### src/rtl/systolic_feed_ctrl_if.sv
// Host/array-side bundle for systolic_feed_ctrl: operand/weight write port, start/busy,
// array feeds, bottom-edge return and valid/ready result port. Optional SYSTOLIC_PERF_EN adds perf_cycles.
interface systolic_feed_ctrl_if #(
   parameter int unsigned WIDTH = 16,
   parameter int unsigned N     = 4
);
   localparam int unsigned IDX_W = (N > 1) ? $clog2(N) : 1;

   logic                           wr_en;
   logic                           wr_sel;
   logic [IDX_W-1:0]               wr_row;
   logic [IDX_W-1:0]               wr_col;
   logic [WIDTH-1:0]               wr_data;
   logic                           start;
   logic                           busy;
   logic                           array_rst;
   logic [N-1:0][WIDTH-1:0]        in_up;
   logic [N-1:0][WIDTH-1:0]        in_left;
   logic [N-1:0][N-1:0][WIDTH-1:0] weights;
   logic [N-1:0][WIDTH-1:0]        out_down;
   logic [N-1:0][WIDTH-1:0]        res_data;
   logic                           res_valid;
   logic                           res_ready;
`ifdef SYSTOLIC_PERF_EN
   logic [31:0]                    perf_cycles;

   modport slave (
      input  wr_en, wr_sel, wr_row, wr_col, wr_data, start, out_down, res_ready,
      output busy, array_rst, in_up, in_left, weights, res_data, res_valid, perf_cycles
   );
   modport master (
      output wr_en, wr_sel, wr_row, wr_col, wr_data, start, out_down, res_ready,
      input  busy, array_rst, in_up, in_left, weights, res_data, res_valid, perf_cycles
   );
`else
   modport slave (
      input  wr_en, wr_sel, wr_row, wr_col, wr_data, start, out_down, res_ready,
      output busy, array_rst, in_up, in_left, weights, res_data, res_valid
   );
   modport master (
      output wr_en, wr_sel, wr_row, wr_col, wr_data, start, out_down, res_ready,
      input  busy, array_rst, in_up, in_left, weights, res_data, res_valid
   );
`endif
endinterface

### src/rtl/systolic_feed_ctrl.sv
// Sequencer for the NxN systolic array: buffers A and W, clears the array, feeds A column-skewed,
// drains, captures out_down and returns it over valid/ready. Macro SYSTOLIC_PERF_EN adds a busy-cycle counter.
module systolic_feed_ctrl #(
   parameter int unsigned WIDTH     = 16,
   parameter int unsigned N         = 4,
   parameter int unsigned DRAIN_CYC = 4
) (
   input  logic                 i_clk,
   input  logic                 i_rst,
   systolic_feed_ctrl_if.slave  bus
);
   localparam int unsigned IDX_W    = (N > 1) ? $clog2(N) : 1;
   localparam int unsigned CNT_W    = $clog2(2*N - 1 + DRAIN_CYC) + 1;
   localparam int unsigned FEED_LEN = 2*N - 1;

   typedef enum logic [2:0] {
      S_IDLE, S_CLEAR, S_FEED, S_DRAIN, S_CAPTURE, S_RESULT
   } state_t;

   state_t                         r_state;
   logic [CNT_W-1:0]               r_beat;
   logic [N-1:0][N-1:0][WIDTH-1:0] r_a;
   logic [N-1:0][N-1:0][WIDTH-1:0] r_w;
   logic [N-1:0][WIDTH-1:0]        r_in_up;
   logic [N-1:0][WIDTH-1:0]        r_res_data;
   logic                           r_busy;
   logic                           r_array_rst;
   logic                           r_res_valid;

   logic [CNT_W-1:0]               w_feed_idx;
   logic [N-1:0][CNT_W-1:0]        w_diff;
   logic [N-1:0][WIDTH-1:0]        w_skew;
   logic                           w_wr_ok;

   // Skewed beat: column c carries row (t-c); a wrapped (negative) difference falls out of range.
   always_comb begin
      w_feed_idx = (r_state == S_FEED) ? r_beat : '0;
      w_diff     = '0;
      w_skew     = '0;
      for (int c = 0; c < int'(N); c++) begin
         w_diff[c] = w_feed_idx - CNT_W'(c);
         if (w_diff[c] < CNT_W'(N)) begin
            w_skew[c] = r_a[w_diff[c][IDX_W-1:0]][c];
         end
      end
   end

   assign w_wr_ok = bus.wr_en && (32'(bus.wr_row) < N) && (32'(bus.wr_col) < N);

   always_ff @(posedge i_clk) begin
      if (!i_rst) begin
         r_state     <= S_IDLE;
         r_beat      <= '0;
         r_a         <= '0;
         r_w         <= '0;
         r_in_up     <= '0;
         r_res_data  <= '0;
         r_busy      <= 1'b0;
         r_array_rst <= 1'b0;
         r_res_valid <= 1'b0;
      end else begin
         case (r_state)
            S_IDLE: begin
               r_array_rst <= 1'b1;
               if (w_wr_ok) begin
                  if (bus.wr_sel) r_w[bus.wr_row][bus.wr_col] <= bus.wr_data;
                  else            r_a[bus.wr_row][bus.wr_col] <= bus.wr_data;
               end
               if (bus.start) begin
                  r_state     <= S_CLEAR;
                  r_busy      <= 1'b1;
                  r_array_rst <= 1'b0;
               end
            end
            S_CLEAR: begin
               r_state     <= S_FEED;
               r_array_rst <= 1'b1;
               r_in_up     <= w_skew;
               r_beat      <= CNT_W'(1);
            end
            S_FEED: begin
               if (r_beat == CNT_W'(FEED_LEN)) begin
                  r_state <= S_DRAIN;
                  r_in_up <= '0;
                  r_beat  <= CNT_W'(1);
               end else begin
                  r_in_up <= w_skew;
                  r_beat  <= r_beat + CNT_W'(1);
               end
            end
            S_DRAIN: begin
               if (r_beat == CNT_W'(DRAIN_CYC)) begin
                  r_state <= S_CAPTURE;
               end else begin
                  r_beat <= r_beat + CNT_W'(1);
               end
            end
            S_CAPTURE: begin
               r_state     <= S_RESULT;
               r_res_data  <= bus.out_down;
               r_res_valid <= 1'b1;
            end
            S_RESULT: begin
               if (bus.res_ready) begin
                  r_state     <= S_IDLE;
                  r_res_valid <= 1'b0;
                  r_busy      <= 1'b0;
               end
            end
            default: begin
               r_state <= S_IDLE;
               r_busy  <= 1'b0;
            end
         endcase
      end
   end

`ifdef SYSTOLIC_PERF_EN
   logic [31:0] r_perf;

   // Cumulative busy cycles, including result stalls; wraps naturally.
   always_ff @(posedge i_clk) begin
      if (!i_rst)      r_perf <= '0;
      else if (r_busy) r_perf <= r_perf + 32'd1;
   end

   assign bus.perf_cycles = r_perf;
`endif

   assign bus.busy      = r_busy;
   assign bus.array_rst = r_array_rst;
   assign bus.in_up     = r_in_up;
   assign bus.in_left   = '0;
   assign bus.weights   = r_w;
   assign bus.res_data  = r_res_data;
   assign bus.res_valid = r_res_valid;

endmodule

### src/flat_wrapper.sv
// flat-port wrapper written by rule: the top's interface ports become plain ports
module systolic_feed_ctrl_flat 
#(
   parameter int unsigned WIDTH     = 16,
   parameter int unsigned N         = 4,
   parameter int unsigned DRAIN_CYC = 4
)
  (i_clk, i_rst, bus_wr_en, bus_wr_sel, bus_wr_row, bus_wr_col, bus_wr_data, bus_start, bus_out_down, bus_res_ready, bus_busy, bus_array_rst, bus_in_up, bus_in_left, bus_weights, bus_res_data, bus_res_valid);
  systolic_feed_ctrl_if #(.WIDTH(WIDTH), .N(N)) bus_i ();
  input  logic i_clk;
  input  logic i_rst;
  input wire logic [$bits(bus_i.wr_en)-1:0] bus_wr_en;
  input wire logic [$bits(bus_i.wr_sel)-1:0] bus_wr_sel;
  input wire logic [$bits(bus_i.wr_row)-1:0] bus_wr_row;
  input wire logic [$bits(bus_i.wr_col)-1:0] bus_wr_col;
  input wire logic [$bits(bus_i.wr_data)-1:0] bus_wr_data;
  input wire logic [$bits(bus_i.start)-1:0] bus_start;
  input wire logic [$bits(bus_i.out_down)-1:0] bus_out_down;
  input wire logic [$bits(bus_i.res_ready)-1:0] bus_res_ready;
  output wire logic [$bits(bus_i.busy)-1:0] bus_busy;
  output wire logic [$bits(bus_i.array_rst)-1:0] bus_array_rst;
  output wire logic [$bits(bus_i.in_up)-1:0] bus_in_up;
  output wire logic [$bits(bus_i.in_left)-1:0] bus_in_left;
  output wire logic [$bits(bus_i.weights)-1:0] bus_weights;
  output wire logic [$bits(bus_i.res_data)-1:0] bus_res_data;
  output wire logic [$bits(bus_i.res_valid)-1:0] bus_res_valid;
  assign bus_i.wr_en = bus_wr_en;
  assign bus_i.wr_sel = bus_wr_sel;
  assign bus_i.wr_row = bus_wr_row;
  assign bus_i.wr_col = bus_wr_col;
  assign bus_i.wr_data = bus_wr_data;
  assign bus_i.start = bus_start;
  assign bus_i.out_down = bus_out_down;
  assign bus_i.res_ready = bus_res_ready;
  assign bus_busy = bus_i.busy;
  assign bus_array_rst = bus_i.array_rst;
  assign bus_in_up = bus_i.in_up;
  assign bus_in_left = bus_i.in_left;
  assign bus_weights = bus_i.weights;
  assign bus_res_data = bus_i.res_data;
  assign bus_res_valid = bus_i.res_valid;
  systolic_feed_ctrl #(.WIDTH(WIDTH), .N(N), .DRAIN_CYC(DRAIN_CYC)) u_core (.i_clk(i_clk), .i_rst(i_rst), .bus(bus_i));
endmodule
### config.mk
export PLATFORM = sky130hd
export DESIGN_NAME = systolic_feed_ctrl_flat
export DESIGN_NICKNAME = d
export VERILOG_FILES = /design/src/rtl/systolic_feed_ctrl_if.sv /design/src/rtl/systolic_feed_ctrl.sv /design/src/flat_wrapper.sv
export SDC_FILE = /design/constraint.sdc
export NUM_CORES = 1
export LEC_CHECK = 0
export ABC_AREA = 1
export ABC_CLOCK_PERIOD_IN_PS = 4100
export BUFFER_PORTS_ARGS = -buffer_cell sky130_fd_sc_hd__buf_2
export CORE_MARGIN = 10
export CORE_UTILIZATION = 44
export CTS_BUF_LIST = sky130_fd_sc_hd__clkbuf_8
export DETAILED_ROUTE_END_ITERATION = 10
export PLACE_DENSITY = 0.67
export SETUP_SLACK_MARGIN = 0.15
export SYNTH_ARGS = -nofsm -noshare
export SYNTH_HDL_FRONTEND = slang
export SYNTH_SLANG_ARGS = --single-unit
### constraint.sdc
create_clock -name i_clk -period 4.1 [get_ports i_clk]
set_clock_uncertainty 0.15 [all_clocks]
set_input_delay 0.615 -clock i_clk [delete_from_list [all_inputs] [get_ports i_clk]]
set_output_delay 0.615 -clock i_clk [all_outputs]
set_load 0.01 [all_outputs]
After elaboration in Yosys (flattened, before gate mapping)
Index checks and enable logic that the tools add are counted.

operators by class
  equal/unequal tests = 12
  magnitude comparators = 12
  add/subtract/negate cells = 4
  bitwise operators = 2
  reduce and logical (&&, ||, !) cells = 14
  mux-type cells = 35

operator list
  kind                                                 number
  binary-select mux 64 bit (select 2 bit)              4
  bitwise mux 256 bit                                  2
  two-way mux 64 bit                                   3
  demux 64 bit (select 2 bit)                          1
  case mux 64 bit (2 select lines)                     1
  two-way mux 16 bit                                   6
  two-way mux 48 bit                                   1
  demux 16 bit (select 2 bit)                          1
  two-way mux 32 bit                                   1
  < comparator 5 x 3 -> 1 bit, second input constant   4
  < comparator 2 x 3 -> 1 bit, second input constant   6
  case mux 3 bit (6 select lines)                      1
  two-way mux 5 bit                                    3
  case mux 5 bit (3 select lines)                      1
  two-way mux 3 bit                                    4
  equality test 5 x 3 -> 1 bit, second input constant  2
  subtractor 5 x 2 -> 5 bit, second input constant     2
  AND reduction 3 bit                                  3
  != test 2 bit, second input constant                 4
  equality test 3 x 2 -> 1 bit, second input constant  2
  equality test 3 bit, second input constant           2
  nonzero test 2 bit                                   3
  adder 5 x 1 -> 5 bit, second input constant          1
  subtractor 5 x 1 -> 5 bit, second input constant     1
  13 further kinds                                     20

storage, ports and cells
  flip-flop bits (word level) = 651
  input port bits = 90
  word-level logic and storage cells = 124
  output and inout bits = 451

Depth between registers and ports, before layout
Gate-level depths: netlist of the first run.

  depth in word-level cells = 8
  gate-level depth with buffers = 14
  gate-level depth less buffers = 12

Least setup slack after synthesis of the first run
No wires, ideal clock.

  path kind = reg2reg
  from = reg u_core.r_state[0]
  to = reg u_core.r_in_up (netlist bit u_core.bus.in_up[21])
  path buffers = 2
  cell stages (with the launch flop) = 15
  setup time = 0.128 ns
  arrival = 2.085 ns
  path slack = 1.738 ns
  clock period less this slack = 2.362 ns
  required time = 3.822 ns
  path through = dfxtp_1 > nor2_4 > nand2_2 > inv_1 > nand2_1 > buf_1 > ha_1 > nand4_1 > nand2_1 > nand2_1 > nand3_2 > buf_2 > nor2_1 > nor2_1 > nor2_1

on the way
  longest elaborated chain between the ends = 8
  elaborated cells between the ends (all ways) = 11
  those cells by class = add/sub: 1; order compare: 1; eq/ne: 2; mux: 6; reduce/logical: 1

ends and longest elaborated chain
  what                                                                               RTL line                  text
  from (decl)                                                                        systolic_feed_ctrl.sv:20  state_t r_state;
  from (signal assigned)                                                             systolic_feed_ctrl.sv:52  r_state <= S_IDLE;
  from (signal assigned)                                                             systolic_feed_ctrl.sv:70  r_state <= S_CLEAR;
  from (signal assigned)                                                             systolic_feed_ctrl.sv:76  r_state <= S_FEED;
  parallel branches: the longest is 8 deep, another holds subtractor 5 x 1 -> 5 bit  --
  to (signal assigned)                                                               systolic_feed_ctrl.sv:78  r_in_up <= w_skew;
  to (signal assigned)                                                               systolic_feed_ctrl.sv:87  r_in_up <= w_skew;
  to (decl)                                                                          systolic_feed_ctrl.sv:24  logic [N-1:0][WIDTH-1:0] r_in_up;

Parallel ways; which one is timed is not known. The select of a mux whose other input is x is not followed.
A chain may end at the register's enable or synchronous reset.

Worst setup path in the final report of the first run
  from = reg u_core.r_state[0]
  to = reg u_core.r_in_up (netlist bit u_core.bus.in_up[26])

The elaborated chain is that of the path after synthesis.

==> flow_summary.ini, run 1 <==
[drt]
viasPerCell = 5.11
routed_wl_mm = 91.4
drtPass1Iterations = 6
num_vias = 24400
drc_errors = 0
initialDrtViolationCount = 2186
ant_nets = 0
routedWlPerCell_um = 19.2

[power]
p_sw_share_pct = 31.3
intPower_mw = 10.7
netSwitchingPower_mw = 4.87
irDropWorstVdd_mv = 0.340
leakage_nw = 13.2
seq_power_share_pct = 43.9
clkPwrFrac_pct = 38.5
power_density_mw_per_mm2 = 505
combPwrFrac_pct = 17.6

[floorplanning]
die_h_um = 261
rows = 88
core_sq_mm = 0.0577
die_x_um = 261
die_area_sq_mm = 0.0684
pin_count = 541
start_util_pct = 44.5

[setup_path]
critPathCaptureType = flop
start_kind = flop
cp_max_fo = 36
crit_arrival_ns = 3.63
cp.required_ns = 4.60
crit_start = u_core.r_state[0]
timing.rr.start = u_core.r_state[0]
crit_type = reg2reg

[yosys]
yosysTopAreaCell = dfxtp_1
synthCells = 3518
synth_top_area_share_pct = 50.8
syn_avg_cell_area_sq_um = 7.29
synth-seq-cells = 651
yosysSeqAreaShare_pct = 50.8
yosys_warnings = 0
yosys.cell_types.count = 36
syn_area_sq_mm = 0.0257
synth_area_leaders = dfxtp_1 51%, nor2_1 16%, o21ai_0 12%

[place]
placed_area_sq_mm = 0.0279
io_buffers = 476
place.gp.congestion = 0.825
hpwlAfterDp_mm = 56.6

[clock_network]
cts_made_buffers = 109
cts_sinks = 651
ctsResizeCount = 0
clockRootBuffer = clkbuf_8
ctsHoldBuffers = 58
cts_htree_levels = 3
post-cts-setup-buffers = 0
cts_tree = done
clk_latency_ns = 0.74
clkTransAtPathRegs_ns = 0.06
clk_path_buf_depth = 3

[timing]
holdWs_ns = 0.0767
fin_crit_ns = 3.13
fin_crit_sh_pct = 76.5
tightest_slew_ns = 1.20
rsz0062_at_grt = no
finalMaxSlewViolations = 0
setup-tns-final_ns = 0
slew_headroom_pct = 20.2
fmax_ghz = 0.319
hold_viol_final = 0
finalSetupViolCount = 0

[grt]
grt_pass1_vias = 22200
grtUsageTotal_pct = 25.4
grt_start_max_net_pins = 213
antenna_found_initial = 3
grt_overflow_total = 0
grt_pass1_wl_mm = 136

[layout]
final_common_cell = nor2_1
fin_util_pct = 53.3
fin_nets = 4020
fillers = 5687
final_cell_area_sq_mm = 0.0308
final_cell_mix = 1081 x nor2_1, 651 x dfxtp_1, 608 x o21ai_0
area_growth_pct = 19.9
drive_above_1_share_pct = 17.7

[flow_run]
maxCapViolCount = 0

[outcome]
status = finished clean

[hold_path]
hp-start = bus_out_down[47]
hold_path.class = in2reg
[stage by stage]
| stage | power, mW | std cells | worst slack, ns |
|---|---|---|---|
| finish | 15.5 | 4772 | 0.965 |
| global route | 16.2 | 4770 | 0.642 |
| CTS | 15.6 | 4769 | 0.968 |
| detailed placement | 9.60 | 4522 | 0.981 |
| global placement | 9.58 | 4522 | 1.09 |
| floorplan | 8.71 | 3581 | 1.74 |
[cell type report]
class / count / area [sq um] / share of cell area, %
tap: 765 / 957 / 3.11
multi-input combinational: 2471 / 10800 / 35.1
inverter: 134 / 503 / 1.63
clock inverter: 48 / 329 / 1.07
clock buffer: 141 / 1940 / 6.31
timing repair buffer: 559 / 3200 / 10.4
sequential: 651 / 13000 / 42.4
antenna: 3 / 7.51 / 0.0244
[worst paths after layout]
kind	to	slack (ns)	depth (start not counted)
min	u_core.bus.res_data[47]	0.08	3
min reg2reg	u_core.r_a[35]	0.30	2
max reg2reg	u_core.bus.in_up[26]	0.97	14
max	u_core.bus.in_up[26]	0.97	14
[critical path, cell delays in order (launching register included)]
cell and delay, ns:
dfxtp_1 0.40, nor2_4 0.20, buf_4 0.39, nand2_2 0.21, inv_1 0.14, nand2_1 0.08
buf_4 0.28, ha_1 0.26, nand4_1 0.10, nand2_1 0.06, nand2_1 0.08, nand3_2 0.32
nor2_1 0.23, nor2_1 0.06, nor2_1 0.07
[cells in the mapped netlist, drive strengths merged]
cell        n
nand3      41
a31oi       1
nor3b       1
or2         1
inv       132
nand4      37
clkinv      2
buf       138
conb        1
xor2        2
o211ai     12
o2111ai    15
clkbuf    187
ha          4
a22oi      10
nand2     374
nand3b      2
dfxtp     651
nor2b       1
o21ai     627
nor2     1090
nor3        5
a21oi     184
[registers in the layout, summed over array words and instances (netlist names)]
signal and cells:
u_core.r_beat 5, u_core.bus.res_valid 1, u_core.r_a 256, u_core.bus.res_data 64
u_core.bus.in_up 64, u_core.bus.weights 256, u_core.bus.array_rst 1, u_core.bus.busy 1
u_core.r_state 3
[cell families after synthesis]
kind of cell,after synthesis,synth area share [%]
flops,651,50.8
fa+ha+maj,4,0.195
compound gates,849,17.0
simple gates,1552,23.8
xor+xnor,2,0.0683
other cells,1,0.0146
buf+inv,459,8.10
[power by group through the flow]
stage | sequential (mW) | clock, mW | combinational, mW
global route | 6.86 | 6.34 | 2.99
detailed placement | 6.95 | 0 | 2.64
finish | 6.83 | 5.99 | 2.73
floorplan | 7.03 | 0 | 1.68
CTS | 6.82 | 6.07 | 2.69
global placement | 6.94 | 0 | 2.64
[layer usage]
layer  track usage (%)  wire length (um)  up-vias
li1                  -                 -    12000
met1              33.1             38500    11300
met2              41.4             43300      952
met3              6.25              8020      124
met4              6.50              1590        0
met5                 0                 0        -
No activity file was read; power rests on OpenSTA's default activity.
==> run 2: changes to the inputs <==
ABC_AREA = 0   (was 1)
ABC_CLOCK_PERIOD_IN_PS = 2900   (was 4100)
PLACE_DENSITY = 0.66   (was 0.67)
clock period = 2.9 ns   (was 4.1 ns; I/O delays follow)
==> run 2 against run 1 <==
Effect of this change: wire length decreased by 1.4%; synthesized area increased by 8.0%; first-iteration DRC count decreased by 22%; utilization increased by 1.3 points; die area increased by 7.4%; sequential power increased by 38%; flip-flop and latch count unchanged; worst hold slack got worse by 0.00098 ns; final cell count decreased by 11%; synthesized cell count decreased by 19%; critical path type unchanged; critical endpoint is now u_core.bus.in_up[29]; largest cell class is now multi-input gates.
==> flow_summary.ini, run 2 <==
[setup_path]
reg2reg_depth = 8
crit_arrival_ns = 3.13
start_kind = flop
critical_path.top_delay_family = simple AND/OR/NAND/NOR gates
timing.rr.start = u_core.r_state[2]
cp_max_fo = 16
rr_endpoint = u_core.bus.in_up[29]
rrSetupSlack_ns = 0.28
crit_slowest_cell = or4_4
crit_top_cell = buf_4
cp_num_buf_inv = 3
crit_path_cell_trace = buf_4, nor4bb_4, inv_2, ha_1, or4_4, a311oi_4, buf_4, a22o_1
crit_type = reg2reg
critPathMaxStageDelay_ns = 0.50
cp.required_ns = 3.41
critPathCaptureType = flop

[clock_network]
clk_path_buf_depth = 3
clk_latency_ns = 0.72
clkTransAtPathRegs_ns = 0.06
cts_htree_levels = 3
cts_made_buffers = 109
clockRootBuffer = clkbuf_8
cts_sinks = 651
cts_tree = done

[yosys]
async_flop_share_pct = 0
synth_area_leaders = dfxtp_1 47%, mux2i_1 15%, nor2b_1 9.1%
synth_top_area_share_pct = 47.0
yosys.cell_types.count = 59
yosysSeqAreaShare_pct = 47.0
yosysMostFrequentCell = dfxtp_1
syn_area_sq_mm = 0.0277
synth-main-ff-cell = dfxtp_1
synth-seq-cells = 651
synthCells = 2838
yosys_warnings = 0
yosysTopAreaCell = dfxtp_1
synth_commonest_cells = 651 x dfxtp_1, 428 x nand2_1, 415 x mux2i_1
syn_avg_cell_area_sq_um = 9.77
synth_edf_count = 0

[floorplanning]
rows = 91
pin_count = 541
die_h_um = 271
core_sq_mm = 0.0621
die_area_sq_mm = 0.0734
start_util_pct = 44.7
die_x_um = 271

[grt]
grt_pass1_vias = 22400
grt_overflow_total = 0
grt_pass1_wl_mm = 137
antenna_found_initial = 5
grtUsageTotal_pct = 23.7
grt_start_max_net_pins = 239

[place]
io_buffers = 476
place.gp.congestion = 0.830
hpwlAfterDp_mm = 59.6
placed_area_sq_mm = 0.0308
dpl.cell_count = 3992

[timing]
holdWs_ns = 0.0757
setup-tns-final_ns = 0
slew_headroom_pct = 31.8
fin_crit_sh_pct = 90.4
fmax_ghz = 0.382
tightest_slew_ns = 1.02
finalMaxSlewViolations = 0
hold_viol_final = 0
fin_crit_ns = 2.62
rsz0062_at_grt = no
finalSetupViolCount = 0

[power]
combPwrFrac_pct = 17.1
irDropWorstVdd_mv = 0.383
p_sw_share_pct = 29.3
leakage_nw = 15.0
netSwitchingPower_mw = 6.36
power_density_mw_per_mm2 = 639
seq_power_share_pct = 43.5
clkPwrFrac_pct = 39.3
intPower_mw = 15.3

[drt]
viasPerCell = 5.16
num_vias = 22000
routedWlPerCell_um = 21.1
drc_errors = 0
drtPass1Iterations = 5
routed_wl_mm = 90.2
initialDrtViolationCount = 1697
ant_nets = 0

[outcome]
status = finished clean

[layout]
area_growth_pct = 22.4
fin_util_pct = 54.7
fin_nets = 3432
drive_above_1_share_pct = 24.9
final_cell_mix = 649 x dfxtp_1, 475 x buf_2, 426 x nand2_1
final_common_cell = dfxtp_1
final_cells = 4268
final_cell_area_sq_mm = 0.0339

[flow_run]
maxCapViolCount = 0

[hold_path]
hold_path.class = in2reg
whs_endpoint = u_core.r_a[134]
worstHoldPathCells = 3
hp-start = bus_wr_data[6]
-- run 2: cell types whose count changed after synthesis, sizes merged, moves of 95 or more --
cell    before  now
nor2      1090   53
o21ai      627    4
mux2i        0  415
nor2b        1  405
a21boi       0  195
a21oi      184   39
inv        132   37
-- run 2: timing repair --
| item | in CTS | in global routing |
|---|---|---|
| buffers inserted | 0 | 1 |
| hold buffers | 71 | 0 |
| endpoints found under the hold margin | 116 | 0 |
| gates resized for setup | 0 | 5 |
| setup endpoints to repair | 0 | 95 |
-- run 2: kinds of logic (layout without fill, tap and decap cells) --
logic type,Yosys count,after routing,share of synthesized area (%)
AND/OR/NAND/NOR,997,997,19.2
flip-flops,651,651,47.0
multiplexers,450,450,17.1
AO/OA/AOI/OAI,383,383,10.5
buffers and inverters,350,878,6.03
adder cells (fa/ha/maj),4,4,0.181
XOR/XNOR,2,2,0.0632
other,1,66,0.0135
-- run 2: layout make-up --
class | count | area, sq um
Sequential cell | 651 | 13000
Inverter | 37 | 139
Fill cell | 5515 | 28100
Clock inverter | 56 | 330
Antenna cell | 2 | 5.00
Tap cell | 837 | 1050
Multi-Input combinational cell | 1900 | 13300
Timing Repair Buffer | 639 | 4010
Clock buffer | 146 | 2010
-- run 2: through the flow --
step | total power, mW | setup WS (ns)
3_5_place_dp | 13.2 | 0.0560
3_3_place_gp | 13.1 | 0.108
4_1_cts | 21.8 | 0.172
2_1_floorplan | 12.0 | 0.159
6_report | 21.7 | 0.280
5_1_grt | 22.5 | 0.175
-- run 2: power groups by stage --
stage               combinational (mW)  clock [mW]  sequential [mW]
finish                            3.71        8.52             9.44
global route                      3.98        9.10             9.47
CTS                               3.67        8.69             9.43
detailed placement                3.59           0             9.62
global placement                  3.54           0             9.61
floorplan                         2.35           0             9.69
-- run 2: worst register-to-register path: stages, from the launching register on --
cell and delay, ns:
dfxtp_1 0.38, buf_4 0.20, nor4bb_4 0.35, inv_2 0.07
ha_1 0.23, or4_4 0.50, a311oi_4 0.26, buf_4 0.27
a22o_1 0.18
-- run 2: worst max path at each step --
stage	start	endpoint	slack (ns)	cells past startpoint
after floorplan	u_core.r_state[1]	u_core.bus.in_up[20]	0.16	9
after global placement	bus_wr_en	u_core.r_a[179]	0.11	6
after detailed placement	bus_wr_en	u_core.r_a[122]	0.06	6
after CTS	u_core.r_state[0]	u_core.r_a[122]	0.17	5
after global routing	u_core.r_state[2]	u_core.bus.in_up[16]	0.17	8
final	u_core.r_state[2]	u_core.bus.in_up[29]	0.28	8
-- run 2: layer usage --
metal	vias to the layer above	track usage (%)	wire [um]
li1	10500	-	-
met3	188	5.64	5880
met1	10600	28.3	36700
met5	-	0	31
met4	6	9.98	3520
met2	731	40.1	44000
==> run 3: changes to the inputs <==
CORE_UTILIZATION = 57   (was 44)
PLACE_DENSITY = 0.82   (was 0.66)
==> run 3 against run 2 <==
Effect of this change: wire length is 1.2% higher; sequential share of layout area is 0.59 points higher; clock power is 6.8% lower; global-route usage is 6.6 points higher; clock-buffer cell count is 14 lower; final cell count is 5.5% lower; first-iteration DRC count is 18% higher; non-clock buffer count is 2 higher; critical path type unchanged; largest power group unchanged.
==> flow_summary.ini, run 3 (same netlist as run 2, synthesis figures left out) <==
[outcome]
status = finished clean

[setup_path]
critical_path.top_delay_family = multiplexers
critPathCaptureType = flop
start_kind = flop
crit_path_cell_trace = buf_4, nor4bb_4, inv_2, ha_1, buf_12, mux4_2, a22o_1
cp_num_buf_inv = 3
cp.required_ns = 3.33
cp_max_fo = 19
crit_arrival_ns = 3.02
crit_type = reg2reg
rrSetupSlack_ns = 0.31
crit_slowest_cell = mux4_2
critPathMaxStageDelay_ns = 0.57

[flow_run]
maxCapViolCount = 0

[place]
io_buffers = 476
dpl.cell_count = 3776
placed_area_sq_mm = 0.0306
place.gp.congestion = 0.867
hpwlAfterDp_mm = 59.7

[drt]
drtPass1Iterations = 7
ant_nets = 0
routed_wl_mm = 91.3
num_vias = 22700
viasPerCell = 5.64
routedWlPerCell_um = 22.6
drc_errors = 0
initialDrtViolationCount = 1998

[power]
total_power_mw = 21.2
power_density_mw_per_mm2 = 634
leakage_nw = 14.8
irDropWorstVdd_mv = 0.575

[layout]
final_cells = 4032
ff_latch_area_sq_mm = 0.0130
final_common_cell = dfxtp_1
drive_above_1_share_pct = 24.7
multi_input_area_sq_mm = 0.0133
fillers = 3418
final_cell_area_sq_mm = 0.0334
area_growth_pct = 20.5
final_cell_mix = 649 x dfxtp_1, 475 x buf_2, 426 x nand2_1
fin_nets = 3428

[floorplanning]
rows = 80
core_sq_mm = 0.0479
die_h_um = 241
start_util_pct = 57.8
die_area_sq_mm = 0.0578
die_x_um = 241
pin_count = 541

[timing]
holdWs_ns = 0.0561
finalMaxSlewViolations = 0
fmax_ghz = 0.386
fin_crit_sh_pct = 89.3
fin_crit_ns = 2.59
hold_viol_final = 0
rsz0062_at_grt = no
finalSetupViolCount = 0
slew_headroom_pct = 36.1
tightest_slew_ns = 0.959
setup-tns-final_ns = 0

[hold_path]
hold_path.class = in2reg

[clock_network]
post-cts-setup-buffers = 0
clk_latency_ns = 0.71
clockRootBuffer = clkbuf_8
cts_tree = done
clk_path_buf_depth = 3
cts_made_buffers = 103
cts_sinks = 651
clkTransAtPathRegs_ns = 0.07
cts_htree_levels = 3

[grt]
grt_pass1_vias = 22900
grt_pass1_wl_mm = 137
antenna_found_initial = 7
grt_overflow_total = 0
grtUsageTotal_pct = 30.3
grt_start_max_net_pins = 178
[run 3: where the power goes]
group          switching, mW  total, mW  leakage [nW]  internal, mW
clock network           3.63       7.94          1.21          4.32
logic                   2.39       3.78          8.38          1.39
registers              0.204       9.45          5.25          9.24
total                   6.22       21.2          14.8          15.0
[run 3: worst reg2reg max path, stage by stage, from the launching register on]
cell and delay (ns):
dfxtp_1 0.36, buf_4 0.24, nor4bb_4 0.27, inv_2 0.06, ha_1 0.38, buf_12 0.21, mux4_2 0.59, a22o_1 0.20
[run 3: routing by layer]
layer / share of wire (%) / track usage, %
met4: 4.3 / 13.8
met1: 38 / 35.2
met5: 0.0077 / 0
met3: 9.3 / 9.11
met2: 48 / 50.6
[run 3: through the flow]
stage	worst slack, ns	utilization [%]
2_1_floorplan	0.159	-
3_3_place_gp	0.109	63.8
3_5_place_dp	0.0748	63.8
4_1_cts	0.155	69.6
5_1_grt	0.170	69.7
6_report	0.310	69.7
[run 3: area by class of cell]
| cell class | instances | share of cell area (%) |
|---|---|---|
| clock buffers | 132 | 5.44 |
| flip-flops and latches | 651 | 39.0 |
| repair buffers | 641 | 11.9 |
| diodes | 6 | 0.0450 |
| well taps | 615 | 2.30 |
| multi-input cells | 1900 | 40.0 |
| clock inverters | 50 | 0.865 |
| inverters | 37 | 0.416 |
[run 3: path summary, 6_finish.rpt]
check | cells past startpoint | startpoint | to
setup / recovery | 7 | u_core.r_state[1] | u_core.bus.in_up[54]
setup reg to reg | 7 | u_core.r_state[1] | u_core.bus.in_up[54]
hold / removal | 3 | i_rst | u_core.r_beat[4]
hold reg to reg | 2 | u_core.r_a[153] | u_core.r_a[153]
[run 3: repair_timing]
action | CTS | global route
gates resized for setup | 1 | 5
setup endpoints to repair | 1 | 73
hold buffers | 68 | 0
endpoints found under the hold margin | 73 | 0
pin swaps | 0 | 0
